## config.mk

```make
export PLATFORM = sky130hd
export DESIGN_NAME = register_lane_permute_flat
export DESIGN_NICKNAME = d
export VERILOG_FILES = /design/src/rtl/register_lane_permute_if.sv /design/src/rtl/register_lane_permute.sv /design/src/flat_wrapper.sv
export SDC_FILE = /design/constraint.sdc
export NUM_CORES = 1
export LEC_CHECK = 0
export ABC_CLOCK_PERIOD_IN_PS = 3500
export BUFFER_PORTS_ARGS = -buffer_cell sky130_fd_sc_hd__buf_4
export CORE_ASPECT_RATIO = 0.8
export CORE_MARGIN = 2
export CORE_UTILIZATION = 40
export CTS_CLUSTER_DIAMETER = 200
export DETAILED_ROUTE_END_ITERATION = 8
export PLACE_DENSITY = 0.6
export SETUP_SLACK_MARGIN = 0.2
export SLEW_MARGIN = 20
export SYNTH_ARGS = -nofsm -noshare
export SYNTH_HDL_FRONTEND = slang
export SYNTH_SLANG_ARGS = --single-unit
```

## constraint.sdc

```tcl
create_clock -name CLK -period 3.5 [get_ports CLK]
set_clock_uncertainty 0.15 [all_clocks]
set_input_delay 0.875 -clock CLK [delete_from_list [all_inputs] [get_ports CLK]]
set_output_delay 0.875 -clock CLK [all_outputs]
set_load 0.005 [all_outputs]
```

## src/rtl/register_lane_permute_if.sv

```systemverilog
// Handshake bundle for register_lane_permute.
// Upstream beat, downstream beat and the accepted-beat counter.
interface register_lane_permute_if #(
  parameter int LANE_W = 8,
  parameter int LANES  = 2,
  parameter int RW     = $clog2(LANES)
) ();
  logic [LANE_W*LANES-1:0] notDataIn;
  logic [1:0]              Mode;
  logic [RW-1:0]           RotAmt;
  logic                    In_Valid;
  logic                    In_Ready;
  logic [LANE_W*LANES-1:0] notDataOut;
  logic                    Out_Valid;
  logic                    Out_Ready;
  logic [15:0]             BeatCount;

  modport master (
    output notDataIn, Mode, RotAmt, In_Valid, Out_Ready,
    input  In_Ready, notDataOut, Out_Valid, BeatCount
  );

  modport slave (
    input  notDataIn, Mode, RotAmt, In_Valid, Out_Ready,
    output In_Ready, notDataOut, Out_Valid, BeatCount
  );
endinterface

```

## src/rtl/register_lane_permute.sv

```systemverilog
// Lane permute stage between ALU result and write-back.
// Pass / half-swap / reverse / rotate-left, 2-entry skid buffer.
module register_lane_permute #(
  parameter  int LANE_W = 8,
  parameter  int LANES  = 2,
  localparam int RW     = $clog2(LANES)
) (
  input logic CLK,
  input logic RST,
  register_lane_permute_if.slave bus
);

  localparam int W = LANE_W * LANES;

  typedef enum logic [1:0] {
    EMPTY,
    ONE,
    FULL
  } buf_t;

  buf_t         state;
  logic [W-1:0] or_q;
  logic [W-1:0] sk_q;
  logic         ov_q;
  logic         rdy_q;
  logic [15:0]  cnt_q;
  logic [W-1:0] perm;
  logic         acc;
  logic         dlv;

  // Lane-granular mux; index arithmetic wraps in RW bits (LANES is 2^RW).
  for (genvar g = 0; g < LANES; g++) begin : g_lane
    logic [RW-1:0] src;
    always_comb begin
      src = RW'(g);
      unique case (bus.Mode)
        2'b00:   src = RW'(g);
        2'b01:   src = RW'(g + LANES/2);
        2'b10:   src = ~RW'(g);
        default: src = RW'(g) - bus.RotAmt;
      endcase
    end
    assign perm[g*LANE_W +: LANE_W] =
      bus.notDataIn[src*LANE_W +: LANE_W];
  end

  assign acc = bus.In_Valid && rdy_q;
  assign dlv = ov_q && bus.Out_Ready;

  always_ff @(posedge CLK) begin
    if (RST) begin
      state <= EMPTY;
      or_q  <= '1;
      sk_q  <= '1;
      ov_q  <= 1'b0;
      rdy_q <= 1'b1;
      cnt_q <= '0;
    end else begin
      if (acc)
        cnt_q <= cnt_q + 16'd1;
      unique case (state)
        EMPTY: begin
          if (acc) begin
            or_q  <= perm;
            ov_q  <= 1'b1;
            state <= ONE;
          end
        end
        ONE: begin
          if (acc && dlv) begin
            or_q <= perm;
          end else if (acc) begin
            sk_q  <= perm;
            rdy_q <= 1'b0;
            state <= FULL;
          end else if (dlv) begin
            ov_q  <= 1'b0;
            state <= EMPTY;
          end
        end
        FULL: begin
          if (dlv) begin
            or_q  <= sk_q;
            rdy_q <= 1'b1;
            state <= ONE;
          end
        end
        default: begin
          ov_q  <= 1'b0;
          rdy_q <= 1'b1;
          state <= EMPTY;
        end
      endcase
    end
  end

  assign bus.In_Ready   = rdy_q;
  assign bus.Out_Valid  = ov_q;
  assign bus.notDataOut = or_q;
  assign bus.BeatCount  = cnt_q;

endmodule

```

## src/flat_wrapper.sv

```systemverilog
// flat-port wrapper written by rule: the top's interface ports become plain ports
module register_lane_permute_flat 
#(
  parameter  int LANE_W = 8,
  parameter  int LANES  = 2,
  localparam int RW     = $clog2(LANES)
)
  (CLK, RST, bus_notDataIn, bus_Mode, bus_RotAmt, bus_In_Valid, bus_Out_Ready, bus_In_Ready, bus_notDataOut, bus_Out_Valid, bus_BeatCount);
  register_lane_permute_if #(.LANE_W(LANE_W), .LANES(LANES)) bus_i ();
  input logic CLK;
  input logic RST;
  input wire logic [$bits(bus_i.notDataIn)-1:0] bus_notDataIn;
  input wire logic [$bits(bus_i.Mode)-1:0] bus_Mode;
  input wire logic [$bits(bus_i.RotAmt)-1:0] bus_RotAmt;
  input wire logic [$bits(bus_i.In_Valid)-1:0] bus_In_Valid;
  input wire logic [$bits(bus_i.Out_Ready)-1:0] bus_Out_Ready;
  output wire logic [$bits(bus_i.In_Ready)-1:0] bus_In_Ready;
  output wire logic [$bits(bus_i.notDataOut)-1:0] bus_notDataOut;
  output wire logic [$bits(bus_i.Out_Valid)-1:0] bus_Out_Valid;
  output wire logic [$bits(bus_i.BeatCount)-1:0] bus_BeatCount;
  assign bus_i.notDataIn = bus_notDataIn;
  assign bus_i.Mode = bus_Mode;
  assign bus_i.RotAmt = bus_RotAmt;
  assign bus_i.In_Valid = bus_In_Valid;
  assign bus_i.Out_Ready = bus_Out_Ready;
  assign bus_In_Ready = bus_i.In_Ready;
  assign bus_notDataOut = bus_i.notDataOut;
  assign bus_Out_Valid = bus_i.Out_Valid;
  assign bus_BeatCount = bus_i.BeatCount;
  register_lane_permute #(.LANE_W(LANE_W), .LANES(LANES)) u_core (.CLK(CLK), .RST(RST), .bus(bus_i));
endmodule
```

==> qor.yml <==
rows: 25
ys_seq_elements: 52
area_delta_synth_final_pct: 25.0
power_frac_seq: 0.486
drtAntennaViolNets: 0
place_inst: 412
gr-total-overflow: 0
critPathCapture: "u_core.sk_q[8]$_SDFFE_PP1P_"
nets: 364
yosys.cell_types.count: 38
tightest_slew_ps: 978
timing.critical_path.from: "bus_Mode[0]"
portBuffers: 56
power_switching_share: 0.287
synth.cell_area_mm2: 0.00246
fp.dieW_um: 91.8
clkPwrFrac: 0.283
fmax_ghz: 0.377
endpoint_kind: "register"
start_kind: "input port"
ios: 57
drv_cap: 0
design.die.area_mm2: 0.00681
yosysTopAreaCell: "dfxtp_1"
outcome: "finished clean"
track_usage: 0.174
via_per_inst: 5.32
grt_max_degree: 36
rrSetupSlack_ps: 1460
synth_area_leaders: "dfxtp_1, o211ai_1, nand2_1"
p_int_mw: 1.04
cts_setup_buffers: 0
setup-tns-final_ps: 0
clk_transition_reported_paths_ps: 90
rsz0062_at_grt: "no"
r2r_end: "u_core.bus.BeatCount[15]$_SDFFE_PP0P_"
core_area_mm2: 0.00594
place.gp.congestion: 0.801
arrival_ps: 2670
finalCriticalPeriod_ps: 2650
antenna_cells: 0
final-setup-viol-count: 0
drt_iter0_drc: 82
drt_pre_antenna_iters: 4
r2r_start: "u_core.bus.In_Ready$_SDFFE_PP1P_"
powerDensity_mw_per_mm2: 473
die_h_um: 74.2
postCtsHoldBufs: 0
grt_pass1_vias: 1854
cts_tree: "built"
drt_wl_total_um: 5940
netlist.area_leader.share: 0.422
leakage_nw: 1.28
synth.top_cells.by_count: "dfxtp_1, nand2_1, nor2_1"
p_sw_mw: 0.417
cts-htree-levels: 2
synth_nets: 313
maxSlewViolCount: 0
holdCritPathClass: "reg2reg"
cts_max_path_buffers: 2
synth_edf_count: 0
cts_resized: 0
netlist_instances: 287
clk-insertion-delay-late_ps: 300
grt_pass1_wl_um: 9380
crit_fanout: 17
cts-root-buf: "clkbuf_8"
syn_avg_cell_area_um2: 8.59
async_flop_share: 0
r2r_cells: 4
stdcell_count: 420
drive_above_1_share: 0.224
synth_ff_type: "dfxtp_1"
drc_errors: 0
combPwrFrac: 0.231
hold_viol: 0
fin_crit_sh: 0.757
cts.sinks: 52
critical_path_class: "in2reg"
relSlewSlack: 0.347
numCtsBuffers: 5
vias: 2233
yosysWarnings: 0
vdd_drop_max_uv: 233
yosysSeqAreaShare: 0.422
wire_per_inst_um: 14.2
nFillCells: 595
yosysMostFrequentCell: "dfxtp_1"
critPathRequiredTime_ps: 3520
antenna_found_initial: 0
dp_hpwl_um: 4160
start_util: 0.415
[metrics by stage]
stage	hold WS, ps	setup WS [ps]	cell area, µm²	utilization	total power [mW]
3_5_place_dp	303	551	2970	0.500	1.06
6_report	324	850	3080	0.518	1.46
2_1_floorplan	306	954	2460	-	0.911
3_3_place_gp	297	615	2960	0.498	1.05
5_1_grt	341	650	3080	0.518	1.54
4_1_cts	327	887	3080	0.518	1.48
[worst min-delay path by stage]
stage                     cells past startpoint                                  start  slack [ps]                                     to
after floorplan                               2            u_core.sk_q[0]$_SDFFE_PP1P_         310            u_core.sk_q[0]$_SDFFE_PP1P_
after global placement                        1  u_core.bus.notDataOut[2]$_SDFFE_PP1P_         300  u_core.bus.notDataOut[2]$_SDFFE_PP1P_
after detailed placement                      1  u_core.bus.notDataOut[2]$_SDFFE_PP1P_         300  u_core.bus.notDataOut[2]$_SDFFE_PP1P_
after CTS                                     1  u_core.bus.notDataOut[2]$_SDFFE_PP1P_         330  u_core.bus.notDataOut[2]$_SDFFE_PP1P_
after global routing                          1  u_core.bus.notDataOut[4]$_SDFFE_PP1P_         340  u_core.bus.notDataOut[4]$_SDFFE_PP1P_
final                                         1  u_core.bus.notDataOut[0]$_SDFFE_PP1P_         320  u_core.bus.notDataOut[0]$_SDFFE_PP1P_
[cell families after synthesis]
family | after synthesis | synth area share
xor gates and xnor gates | 9 | 0.0320
and+or+nand+nor | 86 | 0.170
muxes | 10 | 0.0421
buffers and inverters | 32 | 0.0497
AOI/OAI and AO/OA | 95 | 0.269
DFF | 52 | 0.422
adders and majority gates | 3 | 0.0152
[cell usage in the layout (no fill, tap or decap), drive strengths merged, types with 3 or more instances in the layout]
cell type / netlist / layout
buf: 2 / 61
a21oi: 19 / 19
inv: 13 / 13
o311a: 8 / 8
o211ai: 16 / 16
dfxtp: 52 / 52
ha: 3 / 3
a211o: 8 / 8
nand3: 7 / 7
nor4: 3 / 3
nand4: 4 / 4
xnor2: 9 / 9
nor2: 26 / 26
o21ai: 14 / 14
mux2i: 10 / 10
a211oi: 9 / 9
or3: 6 / 6
o31ai: 9 / 9
a21boi: 8 / 8
clkinv: 2 / 3
clkbuf: 15 / 5
nor2b: 3 / 3
nand2: 26 / 26
[area by class of cell]
| type | instances | area [µm²] | area share |
|---|---|---|---|
| multi-input combinational | 203 | 1310 | 0.425 |
| timing repair buffer | 61 | 462 | 0.150 |
| sequential | 52 | 1040 | 0.338 |
| clock inverter | 3 | 42.5 | 0.0138 |
| tap | 81 | 101 | 0.0329 |
| clock buffer | 5 | 68.8 | 0.0223 |
| inverter | 15 | 56.3 | 0.0183 |
[power by group through the flow]
stage	logic (mW)	registers [mW]	clock network, mW
6_report	0.336	0.708	0.412
5_1_grt	0.373	0.717	0.451
4_1_cts	0.339	0.709	0.428
3_5_place_dp	0.338	0.721	0
3_3_place_gp	0.332	0.721	0
2_1_floorplan	0.196	0.715	0
[registers in the layout (all words and copies together) (netlist names)]
name,cells
u_core.bus.notDataOut,16
u_core.state,2
u_core.sk_q,16
u_core.bus.BeatCount,16
u_core.bus.In_Ready,1
u_core.bus.Out_Valid,1
[critical path: stages]
cell      delay, ps
buf_4            90
ha_1            200
nor2b_1         800
nor2_1          330
a21boi_0        270
o211ai_1        100
[layer usage]
| layer | share of wire | GRT usage | up-vias |
|---|---|---|---|
| met5 | 0 | 0 | - |
| met4 | 0.0093 | 0.0547 | 0 |
| met3 | 0.042 | 0.0365 | 5 |
| met2 | 0.42 | 0.248 | 38 |
| met1 | 0.53 | 0.264 | 1042 |
| li1 | - | - | 1148 |
(Power assumes the default switching activity.)
